[src/rtl/rsa_job_scheduler.sv]
// rsa_job_scheduler: walks a batch of fixed-size RSA job descriptors in memory,
// hands each one to the next free kernel in round-robin order, and counts
// completions until the whole batch has drained.
//
// state     | meaning
// ----------+--------------------------------------------------------------
// IDLE      | no batch since reset/abort; waits for start
// FETCH     | requesting descriptor idx at base + idx*JOB_STRIDE
// WAIT_DESC | fetch accepted; waiting for descriptor data
// DISPATCH  | holding a descriptor; waiting for a free kernel
// DRAIN     | every job dispatched; waiting for all kernels to finish
// DONE      | batch complete; done is held until the next start
module rsa_job_scheduler #(
    parameter int KERNEL_NUM = 8,
    parameter int DESC_W     = 128,
    parameter int JOB_STRIDE = 128
) (
    input  logic                  clk,
    input  logic                  rst_n,
    input  logic                  start,
    input  logic                  abort,
    input  logic [63:0]           base_addr,
    input  logic [31:0]           job_count,
    output logic                  fetch_valid,
    input  logic                  fetch_ready,
    output logic [63:0]           fetch_addr,
    input  logic                  desc_valid,
    output logic                  desc_ready,
    input  logic [DESC_W-1:0]     desc_data,
    output logic [KERNEL_NUM-1:0] kernel_start,
    output logic [DESC_W-1:0]     kernel_desc,
    input  logic [KERNEL_NUM-1:0] kernel_done,
    output logic                  busy,
    output logic                  done,
    output logic [31:0]           dispatched_cnt,
    output logic [31:0]           completed_cnt
);

    localparam int PTR_W = (KERNEL_NUM > 1) ? $clog2(KERNEL_NUM) : 1;

    localparam logic [2:0] S_IDLE      = 3'd0;
    localparam logic [2:0] S_FETCH     = 3'd1;
    localparam logic [2:0] S_WAIT_DESC = 3'd2;
    localparam logic [2:0] S_DISPATCH  = 3'd3;
    localparam logic [2:0] S_DRAIN     = 3'd4;
    localparam logic [2:0] S_DONE      = 3'd5;

    logic [2:0]            state;
    logic [63:0]           base_q;
    logic [31:0]           count_q;
    logic [31:0]           idx_q;
    logic [DESC_W-1:0]     desc_q;
    logic [PTR_W-1:0]      rr_ptr;
    logic [KERNEL_NUM-1:0] kbusy;
    logic [KERNEL_NUM-1:0] done_prev;
    logic [KERNEL_NUM-1:0] done_edge;
    logic [KERNEL_NUM-1:0] cpl_mask;
    logic [KERNEL_NUM-1:0] sel_onehot;
    logic [PTR_W-1:0]      sel;
    logic [PTR_W-1:0]      scan_k;
    logic                  sel_found;
    logic [31:0]           cpl_inc;
    logic                  do_dispatch;
    logic                  idle_like;

    // Only rising edges of the done level count, and only on kernels we own.
    assign done_edge = kernel_done & ~done_prev;
    assign cpl_mask  = done_edge & kbusy;

    assign idle_like   = (state == S_IDLE) || (state == S_DONE);
    assign busy        = !idle_like;
    assign fetch_valid = (state == S_FETCH);
    assign desc_ready  = (state == S_WAIT_DESC);
    assign fetch_addr  = base_q + (64'(idx_q) * 64'(JOB_STRIDE));

    // Scan from rr_ptr for the first kernel not currently busy. Uses the
    // registered kbusy, so a kernel finishing this cycle is only eligible next cycle.
    always_comb begin
        sel        = '0;
        scan_k     = '0;
        sel_found  = 1'b0;
        sel_onehot = '0;
        for (int i = 0; i < KERNEL_NUM; i++) begin
            scan_k = PTR_W'((int'(rr_ptr) + i) % KERNEL_NUM);
            if (!sel_found && !kbusy[scan_k]) begin
                sel_found          = 1'b1;
                sel                = scan_k;
                sel_onehot[scan_k] = 1'b1;
            end
        end
    end

    // Number of owned kernels that finished this cycle.
    always_comb begin
        cpl_inc = '0;
        for (int i = 0; i < KERNEL_NUM; i++) begin
            cpl_inc = cpl_inc + 32'(cpl_mask[i]);
        end
    end

    assign do_dispatch = (state == S_DISPATCH) && sel_found && !abort;

    // Batch sequencing FSM; abort overrides everything, including start.
    always_ff @(posedge clk or negedge rst_n) begin
        if (!rst_n) begin
            state   <= S_IDLE;
            base_q  <= '0;
            count_q <= '0;
            idx_q   <= '0;
            desc_q  <= '0;
            done    <= 1'b0;
        end else if (abort) begin
            state <= S_IDLE;
            done  <= 1'b0;
        end else begin
            case (state)
                S_IDLE, S_DONE: begin
                    if (start) begin
                        base_q  <= base_addr;
                        count_q <= job_count;
                        idx_q   <= '0;
                        done    <= 1'b0;
                        state   <= (job_count == 32'd0) ? S_DONE : S_FETCH;
                    end else if (state == S_DONE) begin
                        done <= 1'b1;
                    end
                end
                S_FETCH: begin
                    if (fetch_ready) state <= S_WAIT_DESC;
                end
                S_WAIT_DESC: begin
                    if (desc_valid) begin
                        desc_q <= desc_data;
                        state  <= S_DISPATCH;
                    end
                end
                S_DISPATCH: begin
                    if (sel_found) begin
                        idx_q <= idx_q + 32'd1;
                        state <= (dispatched_cnt + 32'd1 == count_q) ? S_DRAIN : S_FETCH;
                    end
                end
                S_DRAIN: begin
                    if (kbusy == '0) state <= S_DONE;
                end
                default: state <= S_IDLE;
            endcase
        end
    end

    // Batch counters: cleared by an accepted start, frozen by abort for readback.
    always_ff @(posedge clk or negedge rst_n) begin
        if (!rst_n) begin
            dispatched_cnt <= '0;
            completed_cnt  <= '0;
        end else if (abort) begin
            dispatched_cnt <= dispatched_cnt;
            completed_cnt  <= completed_cnt;
        end else if (start && idle_like) begin
            dispatched_cnt <= '0;
            completed_cnt  <= '0;
        end else begin
            if (do_dispatch) dispatched_cnt <= dispatched_cnt + 32'd1;
            completed_cnt <= completed_cnt + cpl_inc;
        end
    end

    // Kernel ownership, round-robin pointer and the dispatch pulse/descriptor.
    always_ff @(posedge clk or negedge rst_n) begin
        if (!rst_n) begin
            kbusy        <= '0;
            rr_ptr       <= '0;
            kernel_start <= '0;
            kernel_desc  <= '0;
            done_prev    <= '1;
        end else begin
            done_prev    <= kernel_done;
            kernel_start <= do_dispatch ? sel_onehot : '0;
            if (do_dispatch) begin
                kernel_desc <= desc_q;
                if (int'(sel) == KERNEL_NUM - 1) rr_ptr <= '0;
                else                             rr_ptr <= sel + 1'b1;
            end
            if (abort) kbusy <= '0;
            else       kbusy <= (kbusy & ~cpl_mask) | (do_dispatch ? sel_onehot : '0);
        end
    end

endmodule

[config.mk]
export PLATFORM = sky130hd
export DESIGN_NAME = rsa_job_scheduler
export DESIGN_NICKNAME = d
export VERILOG_FILES = /design/src/rtl/rsa_job_scheduler.sv
export SDC_FILE = /design/constraint.sdc
export NUM_CORES = 1
export LEC_CHECK = 0
export ABC_AREA = 1
export BUFFER_PORTS_ARGS = -buffer_cell sky130_fd_sc_hd__buf_2
export CORE_UTILIZATION = 57
export CTS_BUF_LIST = sky130_fd_sc_hd__clkbuf_8
export DETAILED_ROUTE_END_ITERATION = 7
export GPL_TIMING_DRIVEN = 0
export PLACE_DENSITY = 0.79
export SLEW_MARGIN = 20
export SYNTH_ARGS = -nofsm -noshare
export SYNTH_HDL_FRONTEND = slang
export SYNTH_SLANG_ARGS = --single-unit
[constraint.sdc]
create_clock -name clk -period 6 [get_ports clk]
set_input_delay 1.5 -clock clk [delete_from_list [all_inputs] [get_ports clk]]
set_output_delay 1.5 -clock clk [all_outputs]
set_load 0.05 [all_outputs]
# Word level (Yosys, flattened, before mapping)
# Cells that the tools add are included.
[totals]
register_bits = 479
latch_bits = 0
ramBits = 0
mem_bits_ro = 0
input_bits = 238
out_inout_bits = 268
n_memories = 0
[op_classes]
addsub = 19
n_mul = 0
n_div = 0
magnitude_cmp = 16
eq_ne = 14
shift = 0
muxes = 78
bitwise_logic = 14
reduce_logical = 48
[ops]
columns = ["operator", "count"]
rows = [
  ["2-to-1 mux 32 bit", 5],
  ["2-to-1 mux 8 bit", 10],
  ["adder 32 x 1 -> 32 bit, second input constant", 2],
  ["adder 64 x 39 -> 64 bit", 1],
  ["bitwise OR 8 bit", 8],
  ["case mux 32 bit (2 select lines)", 1],
  ["2-to-1 mux 3 bit", 17],
  ["adder 32 x 8 -> 32 bit", 1],
  ["equality test 32 bit", 1],
  ["logical NOT 32 bit", 1],
  ["< comparator 3 x 4 -> 1 bit, second input constant", 8],
  ["2-to-1 mux 1 bit", 28],
  ["bitwise AND 8 bit", 3],
  ["binary-select mux 1 bit (select 3 bit)", 8],
  ["demux 1 bit (select 3 bit)", 8],
  [">= comparator 3 x 1 -> 1 bit, second input constant", 8],
  ["logical AND 1 bit", 18],
  ["NOT 8 bit", 2],
  ["logical NOT 1 bit", 15],
  ["case mux 3 bit (5 select lines)", 1],
  ["adder 3 bit, second input constant", 4],
  ["!= test 3 bit, second input constant", 4],
  ["adder 7 x 1 -> 8 bit", 1],
  ["logical NOT 8 bit", 1],
  ["23 further kinds", 33],
]

# Depth between registers and ports, before layout
[depth]
word_depth = 29
ltp_mapped = 22
depth_no_buf = 22

# Worst setup path before layout
# Ideal clock, no wire load.
[synth_timing]
path_kind = "input-to-reg"
start = "in kernel_done[0]"
end = "reg completed_cnt[28]"
setup_time_ps = 124
arrival_ps = 5032
setup_slack_ps = 843
stages = 18
n_path_buf = 0
path_cell_list = "nand2_1 -> nor2_1 -> fa_1 -> inv_1 -> fa_1 -> fa_1 -> fa_1 -> inv_1 -> fa_1 -> a31oi_1 -> nor2_1 -> nand3_1 -> nor3_1 -> nand3_1 -> nor2_1 -> nand2_1 -> o21ai_0 -> a21oi_1"
[synth_via]
elab_chain_cells = 11
[synth_rtl]
columns = ["item", "line_no", "text"]
rows = [
  ["start, declared", "32", "input logic [KERNEL_NUM-1:0] kernel_done,"],
  ["bitwise AND 8 bit", "67", "assign done_edge = kernel_done & ~done_prev;"],
  ["bitwise AND 8 bit", "68", "assign cpl_mask = done_edge & kbusy;"],
  ["adder 1 x 1 -> 2 bit", "97", "cpl_inc = cpl_inc + 32'(cpl_mask[i]);"],
  ["adder 2 x 1 -> 3 bit", "97", ""],
  ["adder 3 x 1 -> 4 bit", "97", ""],
  ["adder 4 x 1 -> 5 bit", "97", ""],
  ["adder 5 x 1 -> 6 bit", "97", ""],
  ["adder 6 x 1 -> 7 bit", "97", ""],
  ["adder 7 x 1 -> 8 bit", "97", ""],
  ["adder 32 x 8 -> 32 bit", "164", "completed_cnt <= completed_cnt + cpl_inc;"],
  ["2-to-1 mux 32 bit", "159", "end else if (start && idle_like) begin"],
  ["end signal, assigned", "158", "completed_cnt <= completed_cnt;"],
  ["end signal, assigned", "164", ""],
  ["end, declared", "36", "output logic [31:0] completed_cnt"],
]
# No other way between the ends.
# A chain may end at the register's enable or synchronous reset.

# Worst setup path after layout
[layout_timing]
start = "reg idx_q[0]"
end = "out fetch_addr[63]"
[layout_via]
elab_chain_cells = 1
[layout_rtl]
columns = ["item", "line_no", "text"]
rows = [
  ["start, declared", "51", "logic [31:0] idx_q;"],
  ["start signal, assigned", "139", "idx_q <= idx_q + 32'd1;"],
  ["adder 64 x 39 -> 64 bit", "74", "assign fetch_addr = base_q + (64'(idx_q) * 64'(JOB_STRIDE));"],
  ["end, declared", "26", "output logic [63:0] fetch_addr,"],
]
# No other way between the ends.

==> summary.md <==
| Metric | Value |
|---|---|
| EDFF count, synth | `0` |
| RSZ-0062 raised after global routing | `false` |
| Sequential Power Share | `0.355` |
| Reg2reg path depth | `19` |
| Placed cell count | `4199` |
| Dpl hpwl | `~56000 um` |
| Drt via density | `5.32` |
| Later-pin clock latency in the skew report | `between 0.6 and 0.7 ns` |
| Final WL | `roughly 74000 um` |
| Startpoint Class | `flip-flop` |
| Min Hold Slack | `about 0.45 ns` |
| Clock power frac | `0.209` |
| Sequential element share of the synthesized area | `0.483` |
| DIE HEIGHT | `around 210 um` |
| Mapped cell area | `24800 um^2` |
| Crit. End Element | `output pin` |
| WS Path Type | `flip-flop to output pin` |
| Gr ovfl total | `0` |
| Number of CTS-inserted buffers | `79` |
| Slew HR | `0.226` |
| PwrDens | `466 nW/um^2` |
| Leakage | `around 0.016 uW` |
| Commonest non-fill, non-tap cells in the layout | `nand2_1, buf_2, dfrtp_1` |
| Clock skew | `0.0292 ns` |
| Final ANT Viol Nets | `0` |
| Hold Fails Final Rpt | `0` |
| # rows | `76` |
| Via count | `23.1k` |
| Cells after Synth | `between 3k and 4k` |
| Port Buf Inserts | `505` |
| Post-route design area | `between 20000 and 30000 um^2` |
| # clock sinks | `479` |
| Initial antenna violation count | `14` |
| Shortest period the worst path allows | `5.60 ns` |
| Crit. Startpoint | `idx_q[0]$_DFFE_PN0P_` |
| Layout cell share with drive strength beyond 1 | `0.208` |
| Hold crit path type | `flip-flop to flip-flop` |
| Total iterations of the first detailed-routing run | `5` |
| Core footprint | `about 43000 um^2` |
| Clk buf depth | `3` |
| Critical path fanouts, max | `7` |
| WHS Path Cells | `2` |
| Comb pwr share | `0.436` |
| Largest net degree at the start of global routing | `103` |
| RePlAce Congestion | `0.976` |
| Placed inst area | `between 20000 and 30000 um^2` |
| Slew Viols, Final | `0` |
| Synth Area per Inst | `8.00 um^2` |
| Fin crit share | `0.933` |
| Internal power | `7500 uW` |
| Switching part of the total | `0.460` |
| TritonCTS clock tree | `yes` |
| Finished Core Util | `0.694` |
| Routed len/inst | `17.0 um` |
| CP required | `4.50 ns` |
| First-pass GRT wire length | `116000 um` |
| Residual DRC | `0` |
| Peak supply drop | `around 0.36 mV` |
| Final net count | `3987` |
| Outcome | `complete, no violations` |
| Cell variety after synth | `48` |
| HP Start | `desc_q[99]$_DFFE_PN0P_` |
| Max-Cap Viols | `0` |
| Die area | `between 40000 and 50000 um^2` |
| Num ports | `506` |
| Initial Utilization | `0.578` |
| Final setup violation count | `0` |
| Die width | `~210 um` |
| Clock slew at reported path FFs | `0.06 ns` |
| Worst EP arrival | `4.10 ns` |
| Synth Net Count | `3397` |
| Layout fillers | `approximately 3.6k` |
| Ys Warns | `0` |
| Area Overhead vs Synth | `20.1%` |
| Vias in the first global route | `22.2k` |
| Reg2reg start | `done_prev[0]$_DFF_PN1_` |
| Ys async rst share | `1.00` |
| Most common cell after layout, fill and taps aside | `nand2_1` |
| Htree depth | `3` |
| Register bit count reported by yosys | `479` |
| Worst Tran Pin Value | `1.16 ns` |
| Switching Power | `6390 uW` |
| Clock root buffer | `clkbuf_8` |
| Top FF cell, synth | `dfrtp_1` |
| Number of DRC markers in iteration 0 | `1955` |
| GRT Overall Usage | `0.335` |
| Fmax | `about 0.18 GHz` |
| Final Non-Filler Cells | `4343` |
==> path summary, 6_finish.rpt <==
| path | to | slack (ns) |
|---|---|---|
| min reg2reg | kernel_desc[99]$_DFFE_PN0P_ | 0.45 |
| min in group asynchronous | kernel_desc[115]$_DFFE_PN0P_ | 0.81 |
| max | fetch_addr[63] | 0.40 |
| min | kernel_desc[99]$_DFFE_PN0P_ | 0.45 |
| max reg2reg | completed_cnt[28]$_DFFE_PN0N_ | 1.14 |
| max in group asynchronous | kernel_desc[67]$_DFFE_PN0P_ | 3.73 |
==> stage by stage <==
stage | setup TNS [ns] | setup slack (ns) | total power, uW
2_1_floorplan | 0 | 0.843 | 9310
3_3_place_gp | -2919.11 | -6.22 | 10800
3_5_place_dp | 0 | 0.104 | 11000
4_1_cts | 0 | 0.148 | 13900
5_1_grt | 0 | 0.0881 | 14700
6_report | 0 | 0.403 | 13900
==> power by group through the flow <==
stage                     Combinational [uW]  Clock, uW  Sequential, uW
after global routing                    6560       3100            5040
after CTS                               6040       2960            4910
after detailed placement                6020          0            4940
after floorplan                         3320          0            5980
final                                   6050       2910            4930
after global placement                  5920          0            4930
==> registers in the layout, summed over array words and instances, names as in the netlist <==
name	cells
desc_q	128
kernel_desc	128
base_q	64
completed_cnt	32
count_q	32
dispatched_cnt	32
idx_q	32
done_prev	8
kbusy	8
kernel_start	8
rr_ptr	3
state	3
done	1
==> worst max-delay path, stage by stage (launching register included) <==
cell and delay, ns:
dfrtp_1 0.38, ha_1 0.29, inv_1 0.08, fa_1 0.41, o21ai_0 0.41, nand2_1 0.10, o211ai_1 0.15, nand2_1 0.09
nand2_1 0.11, nand2_1 0.06, nand2_1 0.13, inv_1 0.07, o21ai_2 0.38, nand4_1 0.17, xnor2_1 0.26, buf_2 0.31
==> cells by family after synthesis <==
| group | count (synthesis) | synth area share |
|---|---|---|
| AOI/OAI and AO/OA | 380 | 0.0883 |
| xor gates and xnor gates | 86 | 0.0303 |
| adders and majority gates | 54 | 0.0290 |
| buffers and inverters | 413 | 0.0698 |
| DFF | 479 | 0.483 |
| muxes | 63 | 0.0285 |
| and+or+nand+nor | 1630 | 0.271 |
==> final cells by class <==
type / count / area [um^2] / area share
buffer: 111 / 602 / 0.0202
tap: 585 / 732 / 0.0245
sequential: 479 / 12000 / 0.402
inverter: 302 / 1130 / 0.0380
clock inverter: 34 / 235 / 0.00788
timing repair buffer: 509 / 2650 / 0.0887
clock buffer: 98 / 1350 / 0.0452
multi-input combinational: 2213 / 11100 / 0.372
antenna: 12 / 30.0 / 0.00101
==> Yosys cell counts, drive strengths merged, types with 49 or more instances <==
cell type | number | area [um^2]
a21oi | 144 | 721
buf | 60 | 409
clkbuf | 51 | 191
dfrtp | 471 | 11800
inv | 302 | 1130
mux2 | 61 | 687
nand2 | 1012 | 3810
nand3 | 163 | 821
nor2 | 297 | 1120
nor3 | 49 | 250
o21ai | 163 | 816
xor2 | 52 | 455
==> repair_timing <==
item / CTS / global route
resized for setup: 0 / 2
endpoints found under the setup margin: 0 / 5
hold endpoints to repair: 0 / 0
setup buffers: 0 / 0
hold buffers: 0 / 0
==> per-layer routing <==
metal,wire length [um],up-vias,part of all wire,track usage
met5,27,-,0.00037,0
met3,5920,168,0.080,0.0844
li1,-,11200,-,-
met2,34300,855,0.46,0.528
met1,30800,10900,0.42,0.438
met4,2860,4,0.039,0.149
(Power assumes the default switching activity.)
